## src/rtl/char_pkg.sv

```systemverilog
// char_pkg: character classes, recognizer and arbiter state encodings
package char_pkg;
    localparam logic [7:0] DIGIT_LO = 8'd48;
    localparam logic [7:0] DIGIT_HI = 8'd57;
    localparam logic [7:0] UPPER_LO = 8'd65;
    localparam logic [7:0] UPPER_HI = 8'd90;
    localparam logic [7:0] LOWER_LO = 8'd97;
    localparam logic [7:0] LOWER_HI = 8'd122;
    typedef enum logic [1:0] {S0 = 2'b00, S1 = 2'b01, S2 = 2'b10} rs_t;
    // grant encodings double as the one-hot ready vector
    typedef enum logic [1:0] {IDLE = 2'b00, GRANT0 = 2'b01, GRANT1 = 2'b10} arb_t;
    function automatic logic is_digit(input logic [7:0] c);
        return c >= DIGIT_LO && c <= DIGIT_HI;
    endfunction
    function automatic logic is_letter(input logic [7:0] c);
        return (c >= UPPER_LO && c <= UPPER_HI) || (c >= LOWER_LO && c <= LOWER_HI);
    endfunction
endpackage

```

## src/rtl/id_recog_core.sv

```systemverilog
// id_recog_core: letter-run-then-digit recognizer with registered hit
module id_recog_core
    import char_pkg::*;
(
    input  logic       clk,
    input  logic       reset,
    input  logic       en,
    input  logic [7:0] char,
    input  logic       clr,
    output logic       hit,
    output logic       new_id
);
    rs_t  rs, rs_n;
    logic dig, ltr;
    // classify the offered character and pick the next recognizer state
    always_comb begin
        dig    = is_digit(char);
        ltr    = is_letter(char);
        new_id = en && rs == S1 && dig;
        rs_n   = !en ? rs : clr ? S0 : ltr ? S1 : (dig && rs != S0) ? S2 : S0;
    end
    // recognizer state and one-cycle hit pulse
    always_ff @(posedge clk) begin
        if (reset) begin
            rs  <= S0;
            hit <= 1'b0;
        end else begin
            rs  <= rs_n;
            hit <= en && dig && rs != S0;
        end
    end
endmodule

```

## src/rtl/id_scan_arbiter.sv

```systemverilog
// id_scan_arbiter: two-source token arbiter feeding one identifier recognizer
module id_scan_arbiter
    import char_pkg::*;
#(
    parameter int MAX_RUN = 16,
    parameter int CNT_W   = 8
) (
    input  logic             clk,
    input  logic             reset,
    input  logic [1:0]       in_valid,
    input  logic [7:0]       in_char0,
    input  logic [7:0]       in_char1,
    output logic [1:0]       in_ready,
    output logic             out_hit,
    output logic             out_src,
    output logic [CNT_W-1:0] id_cnt0,
    output logic [CNT_W-1:0] id_cnt1
);
    arb_t       state, state_n;
    logic       rr, sel, xfer, limit, rel, hit, new_id, src_q, src_hold;
    logic [7:0] run_cnt, ch;
    // character mux, transfer/release detection and next arbiter state
    always_comb begin
        sel     = state == GRANT1;
        ch      = sel ? in_char1 : in_char0;
        xfer    = (state == GRANT0 && in_valid[0]) || (state == GRANT1 && in_valid[1]);
        limit   = xfer && run_cnt == 8'(MAX_RUN - 1);
        rel     = xfer && (limit || !(is_digit(ch) || is_letter(ch)));
        state_n = state != IDLE ? (rel ? IDLE : state) :
                  in_valid == 2'b01 ? GRANT0 :
                  in_valid == 2'b10 ? GRANT1 :
                  in_valid == 2'b11 ? (rr ? GRANT1 : GRANT0) : IDLE;
    end
    assign in_ready = state;
    assign out_hit  = hit;
    assign out_src  = hit ? src_q : src_hold;
    id_recog_core u_core (
        .clk    (clk),
        .reset  (reset),
        .en     (xfer),
        .char   (ch),
        .clr    (limit),
        .hit    (hit),
        .new_id (new_id)
    );
    // arbiter state, round-robin pointer, run length, source tag and id counters
    always_ff @(posedge clk) begin
        if (reset) begin
            state    <= IDLE;
            rr       <= 1'b0;
            run_cnt  <= 8'd0;
            src_q    <= 1'b0;
            src_hold <= 1'b0;
            id_cnt0  <= '0;
            id_cnt1  <= '0;
        end else begin
            state    <= state_n;
            rr       <= rel ? !sel : rr;
            run_cnt  <= rel ? 8'd0 : xfer ? run_cnt + 8'd1 : run_cnt;
            src_q    <= xfer ? sel : src_q;
            src_hold <= out_src;
            if (new_id && !sel && id_cnt0 != '1) id_cnt0 <= id_cnt0 + CNT_W'(1);
            if (new_id && sel && id_cnt1 != '1) id_cnt1 <= id_cnt1 + CNT_W'(1);
        end
    end
endmodule
```

## config.mk

```make
export PLATFORM = sky130hd
export DESIGN_NAME = id_scan_arbiter
export DESIGN_NICKNAME = d
export VERILOG_FILES = /design/src/rtl/char_pkg.sv /design/src/rtl/id_recog_core.sv /design/src/rtl/id_scan_arbiter.sv
export SDC_FILE = /design/constraint.sdc
export NUM_CORES = 1
export LEC_CHECK = 0
export ABC_AREA = 0
export ABC_CLOCK_PERIOD_IN_PS = 6000
export CAP_MARGIN = 20
export CORE_ASPECT_RATIO = 0.5
export CORE_MARGIN = 5
export CORE_UTILIZATION = 54
export CTS_CLUSTER_DIAMETER = 30
export DETAILED_ROUTE_END_ITERATION = 8
export GPL_TIMING_DRIVEN = 0
export PLACE_DENSITY = 0.85
export SETUP_SLACK_MARGIN = 0.15
export SLEW_MARGIN = 25
export SYNTH_ARGS = -nofsm -noshare
export SYNTH_HDL_FRONTEND = slang
export SYNTH_HIERARCHICAL = 1
export SYNTH_SLANG_ARGS = --single-unit
export TNS_END_PERCENT = 100
```

## constraint.sdc

```tcl
create_clock -name clk -period 6 [get_ports clk]
set_input_delay 1.2 -clock clk [delete_from_list [all_inputs] [get_ports clk]]
set_output_delay 1.2 -clock clk [all_outputs]
set_load 0.01 [all_outputs]
```

==> results of run 1 <==
worst min path at each step:
stage,from,end
5_1_grt,src_q$_SDFFE_PP0P_,src_q$_SDFFE_PP0P_
3_5_place_dp,u_core/rs[0]$_SDFFE_PP0P_,u_core/rs[0]$_SDFFE_PP0P_
3_3_place_gp,src_q$_SDFFE_PP0P_,src_q$_SDFFE_PP0P_
6_report,src_q$_SDFFE_PP0P_,src_q$_SDFFE_PP0P_
4_1_cts,src_q$_SDFFE_PP0P_,src_q$_SDFFE_PP0P_
2_1_floorplan,src_q$_SDFFE_PP0P_,src_q$_SDFFE_PP0P_
kinds of logic (layout without fill, tap and decap cells):
| family | after synthesis | after routing |
|---|---|---|
| AOI/OAI and AO/OA | 30 | 30 |
| xor gates and xnor gates | 18 | 18 |
| adders and majority gates | 3 | 3 |
| buffers and inverters | 14 | 61 |
| DFF | 32 | 32 |
| muxes | 7 | 7 |
| and+or+nand+nor | 109 | 109 |
cells in the mapped netlist (all sizes together) (2+ instances only):
cell / n
a21oi: 7
a311oi: 3
a31oi: 3
a41oi: 3
and3: 7
and4bb: 2
buf: 4
clkbuf: 2
dfxtp: 32
ha: 3
inv: 8
mux2: 3
mux2i: 4
nand2: 25
nand3: 11
nand3b: 2
nand4: 7
nor2: 29
nor2b: 4
nor3: 5
nor3b: 3
nor4: 3
o21ai: 7
or3: 6
xnor2: 9
xor2: 9
power by group:
part	internal (mW)	leakage, nW	total, mW	switching [mW]
logic	0.0359	0.544	0.0730	0.0370
registers	0.216	0.258	0.223	0.00613
clock network	0.123	0.0541	0.205	0.0822
total	0.375	0.857	0.500	0.125
through the flow:
step / worst slack (ps) / cells / hold slack (ps) / total power, mW / util
detailed placement: 2060 / 292 / 467 / 0.298 / 0.722
finish: 2320 / 300 / 482 / 0.500 / 0.759
CTS: 2330 / 300 / 482 / 0.503 / 0.759
floorplan: 2910 / 213 / 438 / 0.270 / -
global placement: 2110 / 292 / 457 / 0.296 / 0.722
global route: 2090 / 300 / 506 / 0.526 / 0.759
cell usage in the layout (no fill, tap or decap), types with 4 or more instances in the layout:
master           netlist  final
and3_1                 6      6
nor3_1                 5      5
mux2i_1                4      4
a21oi_1                7      7
clkdlybuf4s50_1        0     39
nand4_1                7      7
xnor2_1                9      9
nand2_1               25     25
nor2_1                29     29
xor2_1                 9      9
inv_1                  8      8
dfxtp_1               32     32
nand3_1               11     11
or3_1                  6      6
clkbuf_8               0      5
o21ai_0                6      6
final cells by class:
| class | count | area share |
|---|---|---|
| Multi-Input combinational cell | 167 | 0.460 |
| Timing Repair Buffer | 39 | 0.167 |
| Tap cell | 40 | 0.0214 |
| Inverter | 8 | 0.0128 |
| Sequential cell | 32 | 0.274 |
| Buffer | 6 | 0.0171 |
| Clock buffer | 5 | 0.0294 |
| Clock inverter | 3 | 0.0182 |
routing by layer:
layer  vias up  global-route usage  wire, µm
li1        850                   -         -
met1       789               0.237      1990
met2        36               0.341      2080
met3         7              0.0657       217
met4         0              0.0585        42
met5         -                   0         0
registers in the layout, indices dropped and copies added, names as in the netlist:
register	count
id_cnt1	8
rr	1
in_ready	2
src_q	1
id_cnt0	8
u_core/rs	2
src_hold	1
u_core/hit	1
run_cnt	8
worst register-to-register path, cell delays in order (launching register included):
cell and delay (ps):
dfxtp_1 370, buf_6 150, nor2b_4 200, buf_6 170
mux2i_1 210, inv_1 100, and4bb_2 320, nand3_1 100
nor3b_1 330, o211a_1 190, buf_2 180, nand3_1 140
or3_1 330, a21oi_1 130
==> flow_summary.json, run 1 <==
{
  "grt_pass1_vias": 1647,
  "stdcell_area_um2": 2340,
  "layout.nets": 282,
  "power_density_nw_per_um2": 214,
  "ant_nets": 0,
  "synthXorXnorAreaFrac": 0.0882,
  "hp-class": "reg -> reg",
  "regArea_um2": 641,
  "cts_buffer_depth": 2,
  "reg2reg_slack_ps": 3010,
  "cp-start-kind": "primary input",
  "path_cells": "clkdlybuf4s50_1 -> nand3b_1 -> nand2_1 -> and4bb_2 -> nand3_1 -> nor3b_1 -> o211a_1 -> buf_2 -> nand3_1 -> or3_1 -> a21oi_1",
  "num_vias": 1682,
  "initial_core_util": 0.580,
  "status": "completed",
  "synth_area_um2": 1790,
  "synth_top_area_frac": 0.359,
  "core_um2": 3080,
  "drv_slew": 0,
  "whs_path_depth": 2,
  "cts_tree": "yes",
  "grt_start_max_net_pins": 12,
  "synth_edf_count": 0,
  "fill_cells": 235,
  "cp.depth": 11,
  "grt_pass1_wl_um": 7360,
  "relSlewSlack": 0.515,
  "synth_flop_cell": "dfxtp_1",
  "period_share": 0.613,
  "worst-path-buf-inv": 2,
  "reg2reg_from": "in_ready[1]$_SDFFE_PP0P_",
  "cts_setup_buffers": 0,
  "hpwlAfterDp_um": 3180,
  "die_area_um2": 4630,
  "clkTransAtPathRegs_ps": 70,
  "multi_input_area_um2": 1080,
  "synth_compound_area_frac": 0.132,
  "synthSimpleGateAreaFrac": 0.316,
  "cp.arrival_ps": 3900,
  "critPathTopFamily": "simple AND/OR/NAND/NOR gates",
  "ys_seq_elements": 32,
  "syn-num-nets": 236,
  "crit_path_start": "in_valid[0]",
  "hold_violations": 0,
  "worst_path_max_delay_cell": "clkdlybuf4s50_1",
  "crit_top_cell": "nand3_1",
  "drive_gt1_frac": 0.0962,
  "maxCapViolCount": 0,
  "num_antenna_cells": 0,
  "io_buffers": 39,
  "rows": 14,
  "vias_per_cell": 5.61,
  "cts_htree_levels": 2,
  "finalSetupViolations": 0,
  "synth.distinct_cells": 45,
  "period_needed_ps": 3680,
  "die_w_um": 91.3,
  "synth_area_leaders": "dfxtp_1, nor2_1, nand2_1",
  "netlist.top_cell.by_area": "dfxtp_1",
  "fin_skew_ps": 4.88,
  "areaGrowthSynthToFinish_pct": 30.9,
  "cp_max_fo": 9,
  "ctsResizeCount": 0,
  "grt.total_usage": 0.198,
  "end_kind": "register",
  "syn_inst": 213,
  "max_freq_mhz": 272,
  "drc_errors": 0,
  "root_buffer": "clkbuf_8",
  "path_class": "in -> reg",
  "crit_path_end": "id_cnt1[5]$_SDFFE_PP0P_",
  "wl_per_cell_um": 14.5,
  "required_ps": 6220,
  "tns_ps": 0,
  "async_flop_share": 0,
  "pin_count": 40,
  "synth_area_per_cell_um2": 8.39,
  "cts_hold_buffers": 0,
  "die_h_um": 50.7,
  "clock_sink_count": 32,
  "place.gp.congestion": 0.887,
  "ir_drop_v": 0.000182,
  "seq_area_frac_synth": 0.359,
  "yosys.area_share.adder": 0.0210,
  "worst_pin_slew_ps": 725,
  "antenna_found_initial": 0,
  "drt_pass1_iterations": 4,
  "overflow": 0,
  "p_leak_nw": 0.857,
  "rr_worst_depth": 13,
  "synth_top_family_by_area": "simple AND/OR/NAND/NOR gates",
  "totalWireLength_um": 4340,
  "rsz0062_at_grt": "false",
  "clk_latency_ps": 280,
  "first_iter_violations": 150,
  "slowest_delay_ps": 540,
  "placed_area_um2": 2230,
  "ys.warnings.count": 6,
  "reg2reg_to": "id_cnt1[5]$_SDFFE_PP0P_",
  "numCtsBuffers": 5,
  "synth_mux_area_frac": 0.0455
}
Power figures use the tool's default switching activity.
==> inputs of run 2 (changes only) <==
Settings changed: ABC_CLOCK_PERIOD_IN_PS 6000 to 2950, CORE_UTILIZATION 54 to 45, PLACE_DENSITY 0.85 to 0.75.
Clock period 6 ns to 2.95 ns, I/O delays scaled along.
==> run 2 against run 1 <==
Combinational power rose by 130%. Via count grew 1.4%. Flip-flop and latch count is the same. Non-clock buffer count increased by 13. Final cell count increased by 9.0%. Critical path depth unchanged. First-iteration DRC count is 60% lower. Core utilization decreased by 11 points. Critical endpoint unchanged. Highest routed layer unchanged.
==> flow_summary.json, run 2 (synthesized netlist as in run 1, its figures left out) <==
{
  "cts_tree": "yes",
  "cp-start-kind": "primary input",
  "initial_core_util": 0.462,
  "vias_per_cell": 5.21,
  "rr_worst_depth": 12,
  "period_share": 0.907,
  "antenna_found_initial": 0,
  "cts_htree_levels": 2,
  "hold_violations": 0,
  "placed_area_um2": 2240,
  "drc_errors": 0,
  "fin_skew_ps": 9.40,
  "end_kind": "register",
  "slowest_delay_ps": 530,
  "final.setup.worst_slack_ps": 275,
  "max_freq_mhz": 374,
  "cts_hold_buffers": 0,
  "layout_commonest_cell": "clkdlybuf4s50_1",
  "layout_common_cells": "clkdlybuf4s50_1, dfxtp_1, nor2_1",
  "reg_top3": "id_cnt0 x8, id_cnt1 x8, run_cnt x8",
  "cp.depth": 11,
  "status": "completed",
  "totalWireLength_um": 4220,
  "path_class": "in -> reg",
  "fin_util": 0.648,
  "crit_top_cell": "nand3_2",
  "first_iter_violations": 60,
  "place_ws_ps": -366,
  "core_um2": 3860,
  "numCtsBuffers": 5,
  "grt_start_max_net_pins": 11,
  "ant_nets": 0,
  "overflow": 0,
  "cts_buffer_depth": 2,
  "die_area_um2": 5410,
  "root_buffer": "clkbuf_8",
  "worst_path_max_delay_cell": "clkdlybuf4s50_1",
  "fill_cells": 336,
  "cp_max_fo": 5,
  "fin_hold_ws_ps": 465,
  "clkTransAtPathRegs_ps": 70,
  "critPathTopFamily": "simple AND/OR/NAND/NOR gates",
  "drv_slew": 0,
  "ir_drop_v": 0.000184,
  "layout.nets": 295,
  "p_leak_nw": 0.928,
  "grt.total_usage": 0.155,
  "grt_pass1_vias": 1540,
  "pin_count": 40,
  "finalSetupViolations": 0,
  "place.gp.congestion": 0.910,
  "drive_gt1_frac": 0.172,
  "num_vias": 1705,
  "required_ps": 3170,
  "die_h_um": 54.6,
  "io_buffers": 39,
  "areaGrowthSynthToFinish_pct": 40.1,
  "worst-path-buf-inv": 2,
  "rows": 16,
  "num_antenna_cells": 0,
  "stdcell_area_um2": 2500,
  "relSlewSlack": 0.679,
  "grt_pass1_wl_um": 6710,
  "cp.arrival_ps": 2890,
  "wl_per_cell_um": 12.9,
  "die_w_um": 99.1,
  "power_density_nw_per_um2": 413,
  "worst_pin_slew_ps": 477,
  "hp-class": "reg -> reg",
  "power_mw": 1.03,
  "period_needed_ps": 2680,
  "clk_latency_ps": 280,
  "maxCapViolCount": 0,
  "path_cells": "clkdlybuf4s50_1 -> nand3b_1 -> nand2_4 -> and4bb_2 -> nand3_2 -> nor3b_2 -> o211a_1 -> buf_6 -> nand3_2 -> or3_4 -> a21oi_2",
  "rsz0062_at_grt": "false",
  "whs_path_depth": 2,
  "drt_pass1_iterations": 4,
  "clock_sink_count": 32,
  "hpwlAfterDp_um": 2970
}
## run 2: routing by layer
metal / global-route usage / vias to the layer above / routed length (µm)
met1: 0.191 / 800 / 2030
met2: 0.279 / 20 / 2040
li1: - / 881 / -
met5: 0 / - / 0
met4: 0.0317 / 0 / 36
met3: 0.0420 / 4 / 114
## run 2: worst min-delay path, delay by kind of cell (launching register included)
kind | cells | cell delay (ps)
flip-flops | 1 | 320
AND/OR/NAND/NOR | 1 | 50
AO/OA/AOI/OAI | 1 | 50
## run 2: cell type report
class	instances	area (µm²)	area share
Clock buffer	6	72.6	0.0290
Tap cell	54	67.6	0.0270
Sequential cell	32	643	0.257
Clock inverter	2	35.0	0.0140
Inverter	8	30.0	0.0120
Buffer	6	46.3	0.0185
Timing Repair Buffer	52	488	0.195
Multi-Input combinational cell	167	1120	0.447
## run 2: path summary, 6_finish.rpt
| path | startpoint | end | slack (ps) |
|---|---|---|---|
| max | in_valid[0] | id_cnt1[5]$_SDFFE_PP0P_ | 270 |
| min | src_q$_SDFFE_PP0P_ | src_q$_SDFFE_PP0P_ | 470 |
| max reg2reg | in_ready[1]$_SDFFE_PP0P_ | id_cnt1[5]$_SDFFE_PP0P_ | 270 |
| min reg2reg | src_q$_SDFFE_PP0P_ | src_q$_SDFFE_PP0P_ | 470 |
## run 2: through the flow
step,cells,TNS (ps)
finish,327,0
detailed placement,306,-2940
CTS,316,0
global placement,306,-2820
global route,327,0
floorplan,213,0
## run 2: repair_timing
item | 4_1_cts | 5_1_grt
endpoints found under the hold margin | 0 | 0
setup buffers | 2 | 11
pin swaps | 2 | 5
endpoints found under the setup margin | 8 | 7
resized for setup | 7 | 8
## run 2: report_power, final
group          switching [mW]  internal, mW
sequential             0.0116         0.441
combinational          0.0808        0.0889
clock                   0.161         0.251
==> inputs of run 3 (changes only) <==
Settings changed: CORE_UTILIZATION 45 to 44, GPL_TIMING_DRIVEN 0 to 1, SYNTH_HIERARCHICAL 1 to not set.
==> run 3 against run 2 <==
Flip-flop and latch count unchanged. Register-to-register slack better by 630 ps. Die area fell by 6.4%. Fmax grew 9.2%. Clock power is 12% lower. Core utilization down 2.7 points. Clock skew down 6.6 ps. Via count decreased by 17%. Critical endpoint is now in_ready[0]$_SDFFE_PP0P_.
==> flow_summary.json, run 3 <==
{
  "first_iter_violations": 37,
  "path_cells": "clkdlybuf4s50_1 -> nor4bb_1 -> nand3_2 -> and3_1 -> a21boi_1 -> or3_1 -> o21ai_1",
  "synth_top_family_by_area": "simple AND/OR/NAND/NOR gates",
  "antenna_found_initial": 0,
  "cts_tree": "yes",
  "status": "completed",
  "layout_common_cells": "clkdlybuf4s50_1, dfxtp_1, nor2_1",
  "path_class": "in -> reg",
  "rsz0062_at_grt": "false",
  "drt_pass1_iterations": 4,
  "worst_path_max_delay_cell": "or3_1",
  "hold_violations": 0,
  "syn-num-nets": 203,
  "layout.nets": 248,
  "wl_per_cell_um": 13.6,
  "grt_pass1_vias": 1386,
  "period_needed_ps": 2450,
  "hp-class": "reg -> reg",
  "ir_drop_v": 0.000166,
  "synth_area_um2": 1620,
  "drc_errors": 0,
  "synth_mux_area_frac": 0.0193,
  "grt_pass1_wl_um": 6440,
  "die_area_um2": 5060,
  "die_w_um": 95.8,
  "areaGrowthSynthToFinish_pct": 34.0,
  "root_buffer": "clkbuf_8",
  "power_uw": 955,
  "slowest_delay_ps": 500,
  "final.setup.worst_slack_ps": 501,
  "place_ws_ps": 198,
  "cp.arrival_ps": 2660,
  "drive_gt1_frac": 0.0889,
  "finalSetupViolations": 0,
  "synth_area_per_cell_um2": 8.99,
  "rows": 15,
  "maxCapViolCount": 0,
  "clock_sink_count": 32,
  "fill_cells": 312,
  "max_freq_mhz": 408,
  "cts_buffer_depth": 2,
  "clk_latency_ps": 280,
  "num_antenna_cells": 0,
  "fin_skew_ps": 2.82,
  "p_leak_nw": 0.801,
  "synth.distinct_cells": 43,
  "synth_edf_count": 0,
  "ctsResizeCount": 0,
  "vias_per_cell": 5.13,
  "hold_start": "src_q$_SDFFE_PP0N_",
  "core_um2": 3490,
  "cts_hold_buffers": 0,
  "initial_core_util": 0.463,
  "worst-path-buf-inv": 1,
  "totalWireLength_um": 3760,
  "cts_setup_buffers": 0,
  "cts_htree_levels": 2,
  "ant_nets": 0,
  "yosys.area_share.adder": 0.0232,
  "hpwlAfterDp_um": 2840,
  "grt_start_max_net_pins": 25,
  "synth_top_area_frac": 0.396,
  "cp_max_fo": 10,
  "reg_top3": "id_cnt0 x8, id_cnt1 x8, run_cnt x8",
  "die_h_um": 52.9,
  "cp-start-kind": "primary input",
  "period_share": 0.830,
  "reg2reg_slack_ps": 900,
  "end_kind": "register",
  "synth_flop_cell": "dfxtp_1",
  "worst_pin_slew_ps": 561,
  "synthSimpleGateAreaFrac": 0.318,
  "power_density_nw_per_um2": 441,
  "numCtsBuffers": 5,
  "grt.total_usage": 0.166,
  "synth_commonest_cells": "dfxtp_1, nor2_1, nand2_1",
  "ys.warnings.count": 0,
  "ys_seq_elements": 32,
  "synth_compound_area_frac": 0.109,
  "place.gp.congestion": 0.783,
  "layout_commonest_cell": "clkdlybuf4s50_1",
  "async_flop_share": 0,
  "synthXorXnorAreaFrac": 0.108,
  "pin_count": 40,
  "seq_area_frac_synth": 0.396,
  "tns_ps": 0,
  "io_buffers": 39,
  "num_vias": 1415,
  "synth.most_common_cell": "dfxtp_1",
  "syn_inst": 180,
  "critPathTopFamily": "simple AND/OR/NAND/NOR gates",
  "required_ps": 3160,
  "overflow": 0,
  "drv_slew": 0,
  "netlist.top_cell.by_area": "dfxtp_1",
  "reg2reg_from": "in_ready[1]$_SDFFE_PP0P_",
  "crit_path_start": "in_char1[5]",
  "synth_area_leaders": "dfxtp_1, xor2_1, nor2_1",
  "clkTransAtPathRegs_ps": 70,
  "relSlewSlack": 0.616
}
## run 3: cell types whose count changed in the layout (fill, tap and decap cells not counted), moves of 4 or more
cell     before  now
a21oi_1       6    2
buf_4        13    3
nand2_1      24   17
nand3_1       9    3
nand4_1       7   11
xor2_1        9   14
## run 3: cells by family (layout without fill, tap and decap cells)
family          after synthesis  count (layout)
buf+inv                       9              54
fa+ha+maj                     3               3
compound gates               21              21
simple gates                 92              92
flops                        32              32
mux                           3               3
xor+xnor                     20              20
## run 3: routing by layer
layer  vias to the layer above  global-route usage  part of all wire
met5                         -                   0                 0
met4                         0              0.0566            0.0056
met3                         4              0.0469             0.036
met2                        22               0.283              0.49
met1                       657               0.202              0.47
li1                        732                   -                 -
## run 3: worst paths after layout
check,cells past startpoint,to
max,7,in_ready[0]$_SDFFE_PP0P_
min,2,src_q$_SDFFE_PP0N_
max reg2reg,6,in_ready[0]$_SDFFE_PP0P_
min reg2reg,2,src_q$_SDFFE_PP0N_
## run 3: per-stage QoR
stage | util | hold WS (ps) | instance area (µm²) | cells
after global routing | 0.621 | 517 | 2170 | 276
final | 0.621 | 479 | 2170 | 276
after floorplan | - | 443 | 1620 | 180
after global placement | 0.593 | 455 | 2070 | 269
after CTS | 0.621 | 482 | 2170 | 276
after detailed placement | 0.593 | 472 | 2070 | 269
## run 3: tightest hold or removal path: cells and delay by family (launching register included)
kind,cells,cell delay [ps]
compound gates,1,60
flops,1,320
simple gates,1,60
## run 3: area by class of cell
type                            instances  area, µm²  share of cell area
Clock buffer                            7       96.3              0.0445
Inverter                                5       18.8             0.00866
Multi-Input combinational cell        139        935               0.431
Sequential cell                        32        641               0.296
Tap cell                               51       63.8              0.0294
Timing Repair Buffer                   42        413               0.191
## run 3: power breakdown
part           internal, mW  total (mW)  switching, mW
combinational        0.0671       0.128         0.0608
clock                 0.208       0.364          0.156
sequential            0.444       0.463         0.0191
